`src/rtl/pcm_rom_arbiter_if.sv`:
```
// Requester and PCM ROM handshake bundle for pcm_rom_arbiter.
// slave = arbiter side, master = requesters/ROM side.
interface pcm_rom_arbiter_if #(
    parameter int AW = 20
);
    logic          req0_cs;
    logic [AW-1:0] req0_addr;
    logic [7:0]    req0_data;
    logic          req0_ok;
    logic          req1_cs;
    logic [AW-1:0] req1_addr;
    logic [7:0]    req1_data;
    logic          req1_ok;
    logic          pcm_cs;
    logic [AW-1:0] pcm_addr;
    logic [7:0]    pcm_dout;
    logic          pcm_ok;

    modport slave (
        input  req0_cs, req0_addr, req1_cs, req1_addr, pcm_dout, pcm_ok,
        output req0_data, req0_ok, req1_data, req1_ok, pcm_cs, pcm_addr
    );

    modport master (
        output req0_cs, req0_addr, req1_cs, req1_addr, pcm_dout, pcm_ok,
        input  req0_data, req0_ok, req1_data, req1_ok, pcm_cs, pcm_addr
    );
endinterface

```
`src/rtl/pcm_rom_arbiter.sv`:
```
// Two-requester PCM ROM arbiter with a one-byte tag/data cache per jt6295 engine.
// Optional forced-completion watchdog: define PCM_ARB_TIMEOUT_EN.
module pcm_rom_arbiter #(
    parameter int AW      = 20,
    parameter int OK_DLY  = 1,
    parameter int TIMEOUT = 255
) (
    input  logic                 CLK96,
    input  logic                 RESET96_N,
    input  logic                 flush,
    pcm_rom_arbiter_if.slave     bus,
    output logic                 grant,
    output logic                 busy,
    output logic                 timeout_err
);
    localparam int CW = $clog2(TIMEOUT + 1);

    typedef enum logic {
        IDLE = 1'b0,
        WAIT = 1'b1
    } state_t;

    state_t        state_r;
    logic          pcm_cs_r;
    logic [AW-1:0] pcm_addr_r;
    logic [AW-1:0] lat_addr_r;
    logic [CW-1:0] cnt_r;
    logic          fl_pend_r;
    logic          grant_r;
    logic          last_r;
    logic          busy_r;
    logic          terr_r;
    logic          valid0_r;
    logic          valid1_r;
    logic [AW-1:0] tag0_r;
    logic [AW-1:0] tag1_r;
    logic [7:0]    data0_r;
    logic [7:0]    data1_r;

    logic          hit0_s;
    logic          hit1_s;
    logic          miss0_s;
    logic          miss1_s;
    logic          gnt_s;
    logic [AW-1:0] gnt_addr_s;
    logic          accept_s;
    logic          tmo_s;

`ifdef PCM_ARB_TIMEOUT_EN
    localparam logic [CW-1:0] TO_LAST = CW'(TIMEOUT - 1);
`endif

    // Hit/miss detection, round-robin pick and ROM return qualification
    always_comb begin
        hit0_s  = bus.req0_cs & valid0_r & (tag0_r == bus.req0_addr);
        hit1_s  = bus.req1_cs & valid1_r & (tag1_r == bus.req1_addr);
        miss0_s = bus.req0_cs & ~hit0_s;
        miss1_s = bus.req1_cs & ~hit1_s;
        if (miss0_s & miss1_s) begin
            gnt_s = ~last_r;
        end else if (miss1_s) begin
            gnt_s = 1'b1;
        end else begin
            gnt_s = 1'b0;
        end
        gnt_addr_s = gnt_s ? bus.req1_addr : bus.req0_addr;
        // pcm_ok right after launch may belong to a previous SDRAM transaction
        accept_s   = (state_r == WAIT) & bus.pcm_ok & (32'(cnt_r) >= 32'(OK_DLY));
`ifdef PCM_ARB_TIMEOUT_EN
        tmo_s = (state_r == WAIT) & ~accept_s & (cnt_r == TO_LAST);
`else
        tmo_s = 1'b0;
`endif
    end

    // Arbitration FSM, ROM launch and per-requester cache fills
    always_ff @(posedge CLK96 or negedge RESET96_N) begin
        if (!RESET96_N) begin
            state_r    <= IDLE;
            pcm_cs_r   <= 1'b0;
            pcm_addr_r <= '0;
            lat_addr_r <= '0;
            cnt_r      <= '0;
            fl_pend_r  <= 1'b0;
            grant_r    <= 1'b0;
            last_r     <= 1'b1;
            busy_r     <= 1'b0;
            terr_r     <= 1'b0;
            valid0_r   <= 1'b0;
            valid1_r   <= 1'b0;
            tag0_r     <= '0;
            tag1_r     <= '0;
            data0_r    <= 8'h00;
            data1_r    <= 8'h00;
        end else begin
            if (flush) begin
                valid0_r <= 1'b0;
                valid1_r <= 1'b0;
            end
            case (state_r)
                IDLE: begin
                    if (miss0_s | miss1_s) begin
                        grant_r    <= gnt_s;
                        pcm_addr_r <= gnt_addr_s;
                        lat_addr_r <= gnt_addr_s;
                        pcm_cs_r   <= 1'b1;
                        cnt_r      <= '0;
                        fl_pend_r  <= 1'b0;
                        busy_r     <= 1'b1;
                        state_r    <= WAIT;
                    end
                end
                WAIT: begin
                    if (flush) begin
                        fl_pend_r <= 1'b1;
                    end
                    if (cnt_r != CW'(TIMEOUT)) begin
                        cnt_r <= cnt_r + CW'(1);
                    end
                    // Fill always lands on lat_addr, even if the requester moved on
                    if (accept_s) begin
                        if (grant_r) begin
                            data1_r  <= bus.pcm_dout;
                            tag1_r   <= lat_addr_r;
                            valid1_r <= ~(fl_pend_r | flush);
                        end else begin
                            data0_r  <= bus.pcm_dout;
                            tag0_r   <= lat_addr_r;
                            valid0_r <= ~(fl_pend_r | flush);
                        end
                        pcm_cs_r <= 1'b0;
                        last_r   <= grant_r;
                        busy_r   <= 1'b0;
                        state_r  <= IDLE;
                    end else if (tmo_s) begin
                        if (grant_r) begin
                            data1_r  <= 8'h00;
                            valid1_r <= 1'b0;
                        end else begin
                            data0_r  <= 8'h00;
                            valid0_r <= 1'b0;
                        end
                        pcm_cs_r <= 1'b0;
                        terr_r   <= 1'b1;
                        busy_r   <= 1'b0;
                        state_r  <= IDLE;
                    end
                end
                default: begin
                    state_r  <= IDLE;
                    pcm_cs_r <= 1'b0;
                    busy_r   <= 1'b0;
                end
            endcase
        end
    end

    assign bus.req0_ok   = hit0_s;
    assign bus.req0_data = data0_r;
    assign bus.req1_ok   = hit1_s;
    assign bus.req1_data = data1_r;
    assign bus.pcm_cs    = pcm_cs_r;
    assign bus.pcm_addr  = pcm_addr_r;
    assign grant         = grant_r;
    assign busy          = busy_r;
    assign timeout_err   = terr_r;

endmodule

```
`src/flat_wrapper.sv`:
```
// flat-port wrapper written by rule: the top's interface ports become plain ports
module pcm_rom_arbiter_flat 
#(
    parameter int AW      = 20,
    parameter int OK_DLY  = 1,
    parameter int TIMEOUT = 255
)
  (CLK96, RESET96_N, flush, grant, busy, timeout_err, bus_req0_cs, bus_req0_addr, bus_req1_cs, bus_req1_addr, bus_pcm_dout, bus_pcm_ok, bus_req0_data, bus_req0_ok, bus_req1_data, bus_req1_ok, bus_pcm_cs, bus_pcm_addr);
  pcm_rom_arbiter_if #(.AW(AW)) bus_i ();
  input  logic CLK96;
  input  logic RESET96_N;
  input  logic flush;
  output logic grant;
  output logic busy;
  output logic timeout_err;
  input wire logic [$bits(bus_i.req0_cs)-1:0] bus_req0_cs;
  input wire logic [$bits(bus_i.req0_addr)-1:0] bus_req0_addr;
  input wire logic [$bits(bus_i.req1_cs)-1:0] bus_req1_cs;
  input wire logic [$bits(bus_i.req1_addr)-1:0] bus_req1_addr;
  input wire logic [$bits(bus_i.pcm_dout)-1:0] bus_pcm_dout;
  input wire logic [$bits(bus_i.pcm_ok)-1:0] bus_pcm_ok;
  output wire logic [$bits(bus_i.req0_data)-1:0] bus_req0_data;
  output wire logic [$bits(bus_i.req0_ok)-1:0] bus_req0_ok;
  output wire logic [$bits(bus_i.req1_data)-1:0] bus_req1_data;
  output wire logic [$bits(bus_i.req1_ok)-1:0] bus_req1_ok;
  output wire logic [$bits(bus_i.pcm_cs)-1:0] bus_pcm_cs;
  output wire logic [$bits(bus_i.pcm_addr)-1:0] bus_pcm_addr;
  assign bus_i.req0_cs = bus_req0_cs;
  assign bus_i.req0_addr = bus_req0_addr;
  assign bus_i.req1_cs = bus_req1_cs;
  assign bus_i.req1_addr = bus_req1_addr;
  assign bus_i.pcm_dout = bus_pcm_dout;
  assign bus_i.pcm_ok = bus_pcm_ok;
  assign bus_req0_data = bus_i.req0_data;
  assign bus_req0_ok = bus_i.req0_ok;
  assign bus_req1_data = bus_i.req1_data;
  assign bus_req1_ok = bus_i.req1_ok;
  assign bus_pcm_cs = bus_i.pcm_cs;
  assign bus_pcm_addr = bus_i.pcm_addr;
  pcm_rom_arbiter #(.AW(AW), .OK_DLY(OK_DLY), .TIMEOUT(TIMEOUT)) u_core (.CLK96(CLK96), .RESET96_N(RESET96_N), .flush(flush), .bus(bus_i), .grant(grant), .busy(busy), .timeout_err(timeout_err));
endmodule
```
`config.mk`:
```
export PLATFORM = sky130hd
export DESIGN_NAME = pcm_rom_arbiter_flat
export DESIGN_NICKNAME = d
export VERILOG_FILES = /design/src/rtl/pcm_rom_arbiter_if.sv /design/src/rtl/pcm_rom_arbiter.sv /design/src/flat_wrapper.sv
export SDC_FILE = /design/constraint.sdc
export NUM_CORES = 1
export LEC_CHECK = 0
export ABC_AREA = 1
export CORE_MARGIN = 5
export CORE_UTILIZATION = 41
export CTS_BUF_LIST = sky130_fd_sc_hd__clkbuf_4 sky130_fd_sc_hd__clkbuf_8
export DETAILED_ROUTE_END_ITERATION = 16
export PLACE_DENSITY = 0.68
export SLEW_MARGIN = 10
export SYNTH_ARGS = -nofsm -noshare
export SYNTH_HDL_FRONTEND = slang
export SYNTH_SLANG_ARGS = --single-unit
```
`constraint.sdc`:
```
create_clock -name CLK96 -period 4 [get_ports CLK96]
set_input_delay 0.8 -clock CLK96 [delete_from_list [all_inputs] [get_ports CLK96]]
set_output_delay 0.8 -clock CLK96 [all_outputs]
set_load 0.03 [all_outputs]
```
-- After elaboration in Yosys (flattened, before gate mapping)
Cells that the tools add are included.
- muxes and demuxes: 23
- $lt $le $gt $ge: 1
- add/subtract/negate cells: 1
- reductions and logical operators: 7
- equal/unequal tests: 7
- bitwise gates (word level): 17
- operator list (operator ; count):
    equality test 20 bit ; 2
    2-to-1 mux 20 bit ; 1
    2-to-1 mux 1 bit ; 16
    2-to-1 mux 8 bit ; 2
    case mux 8 bit (2 select lines) ; 1
    AND reduction 2 bit ; 5
    bitwise AND 1 bit ; 9
    adder 8 x 1 -> 8 bit (second input constant) ; 1
    >= comparator 8 x 1 -> 1 bit (second input constant) ; 1
    != test 8 bit (second input constant) ; 1
    != test 2 bit (second input constant) ; 3
    inverter 1 bit ; 6
    case mux 1 bit (2 select lines) ; 3
    AND reduction 3 bit ; 2
    != test 2 x 1 -> 1 bit (second input constant) ; 1
    OR 1 bit ; 2
- logic and storage cells: 69
- flip-flop bits (word level): 91
- output and inout bits: 42
- bits of input ports: 54

-- Longest topological paths before layout
Gate-level depths: netlist (run 1).
- word-level depth: 7
- depth in mapped cells: 14

-- Least setup slack after synthesis (run 1)
Ideal clock, no wire load.
- path type: input-to-output
- start point: input port bus_req0_addr[1]
- end point: output port bus_req0_ok
- path buffers: 0
- stages on the path: 6
- setup slack: 1.723 ns
- data arrival time: 1.477 ns
- cell sequence: xor2_1 nor2_1 nand2_1 nor2_1 nand3_2 inv_1
- longest elaborated chain between the ends: 2
- RTL lines (what ; RTL line ; text):
    start, declared ; flat_wrapper.sv:17 ; input wire logic [$bits(bus_i.req0_addr)-1:0] bus_req0_addr;
    equality test 20 bit ; pcm_rom_arbiter.sv:55 ; hit0_s = bus.req0_cs & valid0_r & (tag0_r == bus.req0_addr);
    bitwise AND 1 bit ; pcm_rom_arbiter.sv:55 ;
    end, declared ; flat_wrapper.sv:23 ; output wire logic [$bits(bus_i.req0_ok)-1:0] bus_req0_ok;
No other way between the ends.

-- Worst setup path after layout (run 1)
- start point: input port bus_req0_cs
- end point: output port bus_req0_ok
- longest elaborated chain between the ends: 2
- RTL lines (what ; RTL line ; text):
    start, declared ; flat_wrapper.sv:16 ; input wire logic [$bits(bus_i.req0_cs)-1:0] bus_req0_cs;
    bitwise AND 1 bit (2 in series) ; pcm_rom_arbiter.sv:55 ;
No other way between the ends.

==> results.json, run 1 <==
{
  "drt_iter0_drc": 249,
  "rsz0062_at_grt": "no",
  "hold_path_class": "in -> async",
  "synthesis.area_um2": 4664,
  "critPathMaxStageDelay_ps": 660,
  "synth_fp_nets": 642,
  "drt_wl_total_um": 12510,
  "htree_levels": 3,
  "synth_seq_cells": 91,
  "ys_top_cells_by_count": "nand2_1, dfrtp_1, inv_1, nand3_1, o21ai_0",
  "antenna_found_initial": 0,
  "rows": 39,
  "start_util": 0.4138,
  "path_cells": "clkdlybuf4s50_1 -> nand2_1 -> inv_1 -> nand2_1 -> nor2_1 -> nand2_1 -> nor2_2 -> nand3_2 -> inv_1 -> clkdlybuf4s50_1",
  "ys_async_sr_fraction": 1.000,
  "synth_top_family_by_area": "simple AND/OR/NAND/NOR gates",
  "die_h_um": 116.7,
  "r2r_start": "u_core.cnt_r[0]",
  "ir_drop_mv": 0.3619,
  "numCtsBuffers": 9,
  "grt_pass1_vias": 4231,
  "fmax_mhz": 278.3,
  "crit_fanout": 3,
  "cp.arrival_ps": 2790,
  "period_share": 0.8984,
  "dp_hpwl_um": 8880,
  "root_buffer": "clkbuf_8",
  "io_pins": 96,
  "pre_cts_ws_ps": 421.8,
  "tightest_slew_ps": 850.9,
  "drc": 0,
  "grtUsageTotal": 0.1925,
  "num_vias": 4090,
  "endpoint": "bus_req0_ok",
  "power_density_nw_per_um2": 757.8,
  "cts.clk_slew.worst_paths_ps": 80,
  "crit_cells": 10,
  "period_minus_slack_ps": 3594,
  "yosys.area_share.simple": 0.2564,
  "dieArea_um2": 13610,
  "synthMuxAreaShare": 0.06706,
  "setup_viol": 0,
  "dr.pass1.iters": 4,
  "grt_max_degree": 46,
  "rrSetupSlack_ps": 1710,
  "ctsResizeCount": 0,
  "synthTopCellsByArea": "dfrtp_1, nand2_1, inv_1",
  "viasPerCell": 4.952,
  "critPathKind": "in -> out",
  "status": "complete, no violations",
  "postCtsSetupRepairBufs": 0,
  "fin_skew_ps": 11.31,
  "synth-main-ff-cell": "dfrtp_1",
  "clk_latency_ps": 360,
  "reg2regPathDepth": 7,
  "synth_compound_area_frac": 0.05687,
  "worst_ep_required_time_ps": 3200,
  "slew_headroom": 0.4314,
  "synth_edf_count": 0,
  "nets": 735,
  "critical_path.slowest_cell": "clkdlybuf4s50_1",
  "core_um2": 11270,
  "antenna_cells": 0,
  "drv_slew": 0,
  "ys_seq_area_frac": 0.4885,
  "drive_gt1_frac": 0.08199,
  "syn_inst": 585,
  "startpoint": "bus_req0_cs",
  "synth_cell_types": 30,
  "ant_nets": 0,
  "cap_violations": 0,
  "globalplace.congestion": 0.8822,
  "cp-end-kind": "output pin",
  "avgSynthCellArea_um2": 7.973,
  "cts_tree": "built",
  "tns_ps": 0,
  "cts_num_sinks": 91,
  "cp_common_cell": "nand2_1",
  "hold_buffers": 0,
  "wl_per_cell_um": 15.14,
  "path_buf_inv": 4,
  "p_leak_uw": 0.002933,
  "die_w_um": 116.7,
  "syn2layout_area_growth_pct": 27.52,
  "synth_xor_area_frac": 0.02065,
  "startpoint_type": "input pin",
  "yosys.area_share.adder": 0.008047,
  "hold_viol_final": 0,
  "gr-total-overflow": 0,
  "r2r-end": "u_core.valid0_r",
  "clockBufferDepth": 2,
  "postLayoutSetupSlackWorst_ps": 406.5,
  "yosys_warnings": 0,
  "grt_first_pass_wirelength_um": 20460,
  "synth_top_area_cell": "dfrtp_1",
  "crit_family": "buffers and inverters",
  "yosysMostFrequentCell": "nand2_1",
  "port_buffers": 94,
  "synth_top_area_share": 0.4828
}
[through the flow]
| stage | hold slack (ps) | total power, uW | util | std cells | instance area [um2] |
|---|---|---|---|---|---|
| after detailed placement | 482.6 | 3804 | 0.5068 | 810 | 5713 |
| after CTS | 444.0 | 4539 | 0.5277 | 826 | 5948 |
| final | 439.6 | 4507 | 0.5277 | 826 | 5948 |
| after floorplan | 479.4 | 3007 | - | 585 | 4664 |
| after global placement | 468.9 | 3736 | 0.5068 | 810 | 5713 |
| after global routing | 477.9 | 4829 | 0.5277 | 826 | 5948 |
[layer usage]
| layer | GRT usage | up-vias | share of wire |
|---|---|---|---|
| li1 | - | 1985 | - |
| met1 | 0.2495 | 1924 | 0.43 |
| met2 | 0.3192 | 160 | 0.48 |
| met3 | 0.03886 | 21 | 0.070 |
| met4 | 0.07339 | 0 | 0.022 |
| met5 | 0 | - | 0 |
[power by group]
group / internal (uW) / switching (uW) / total, uW
clock network: 389 / 334 / 723
registers: 1360 / 325 / 1680
logic: 854 / 1250 / 2100
total: 2600 / 1910 / 4510
[cell usage in the layout (no fill, tap or decap), types with 5 or more instances in the layout]
cell type and n:
nor3_1 5, buf_4 11, clkdlybuf4s50_1 93, inv_1 87
o21ai_1 5, o21ai_0 42, nand3_1 51, nor2_1 31
xnor2_1 7, clkbuf_8 11, nand2_1 195, mux2_1 6
dfrtp_1 90, mux2_2 20
[cell families after synthesis]
kind of cell	after synthesis
other	1
adder cells (fa/ha/maj)	3
buffers and inverters	110
flip-flops	91
AND/OR/NAND/NOR	290
XOR/XNOR	11
multiplexers	28
AO/OA/AOI/OAI	51
[state kept, by name, summed over array words and instances (netlist names)]
name and flops:
u_core.bus.pcm_addr 20, u_core.tag0_r 20, u_core.tag1_r 20, u_core.bus.req0_data 8
u_core.bus.req1_data 8, u_core.cnt_r 8, u_core.bus.pcm_cs 1, u_core.fl_pend_r 1
u_core.grant 1, u_core.last_r 1, u_core.state_r 1, u_core.valid0_r 1
u_core.valid1_r 1
[final cells by class]
class / instances / area [um2]
inverters: 88 / 330.3
clock inverters: 5 / 83.83
repair buffers: 104 / 1013
multi-input cells: 384 / 1912
fillers: 1077 / 5324
well taps: 143 / 178.9
clock buffers: 11 / 151.4
flip-flops and latches: 91 / 2278
[worst min path at each step]
stage / end / slack (ps) / cells past startpoint
final: u_core.bus.pcm_addr[16] / 440 / 1
after global placement: u_core.bus.req0_data[1] / 470 / 1
after detailed placement: u_core.bus.req0_data[6] / 480 / 1
after CTS: u_core.bus.req1_data[5] / 440 / 1
after floorplan: u_core.last_r / 480 / 2
after global routing: u_core.bus.req1_data[5] / 480 / 1
(Power assumes the default switching activity.)
==> run 2: changes to the inputs <==
--- a/config.mk
+++ b/config.mk
@@ -9,6 +9,7 @@
 export CORE_MARGIN = 5
 export CORE_UTILIZATION = 41
 export CTS_BUF_LIST = sky130_fd_sc_hd__clkbuf_4 sky130_fd_sc_hd__clkbuf_8
+export CTS_CLUSTER_SIZE = 14
 export DETAILED_ROUTE_END_ITERATION = 16
 export PLACE_DENSITY = 0.68
 export SLEW_MARGIN = 10
==> results of run 2 <==
Final layout, timing and power as in run 1 (identical DEF).
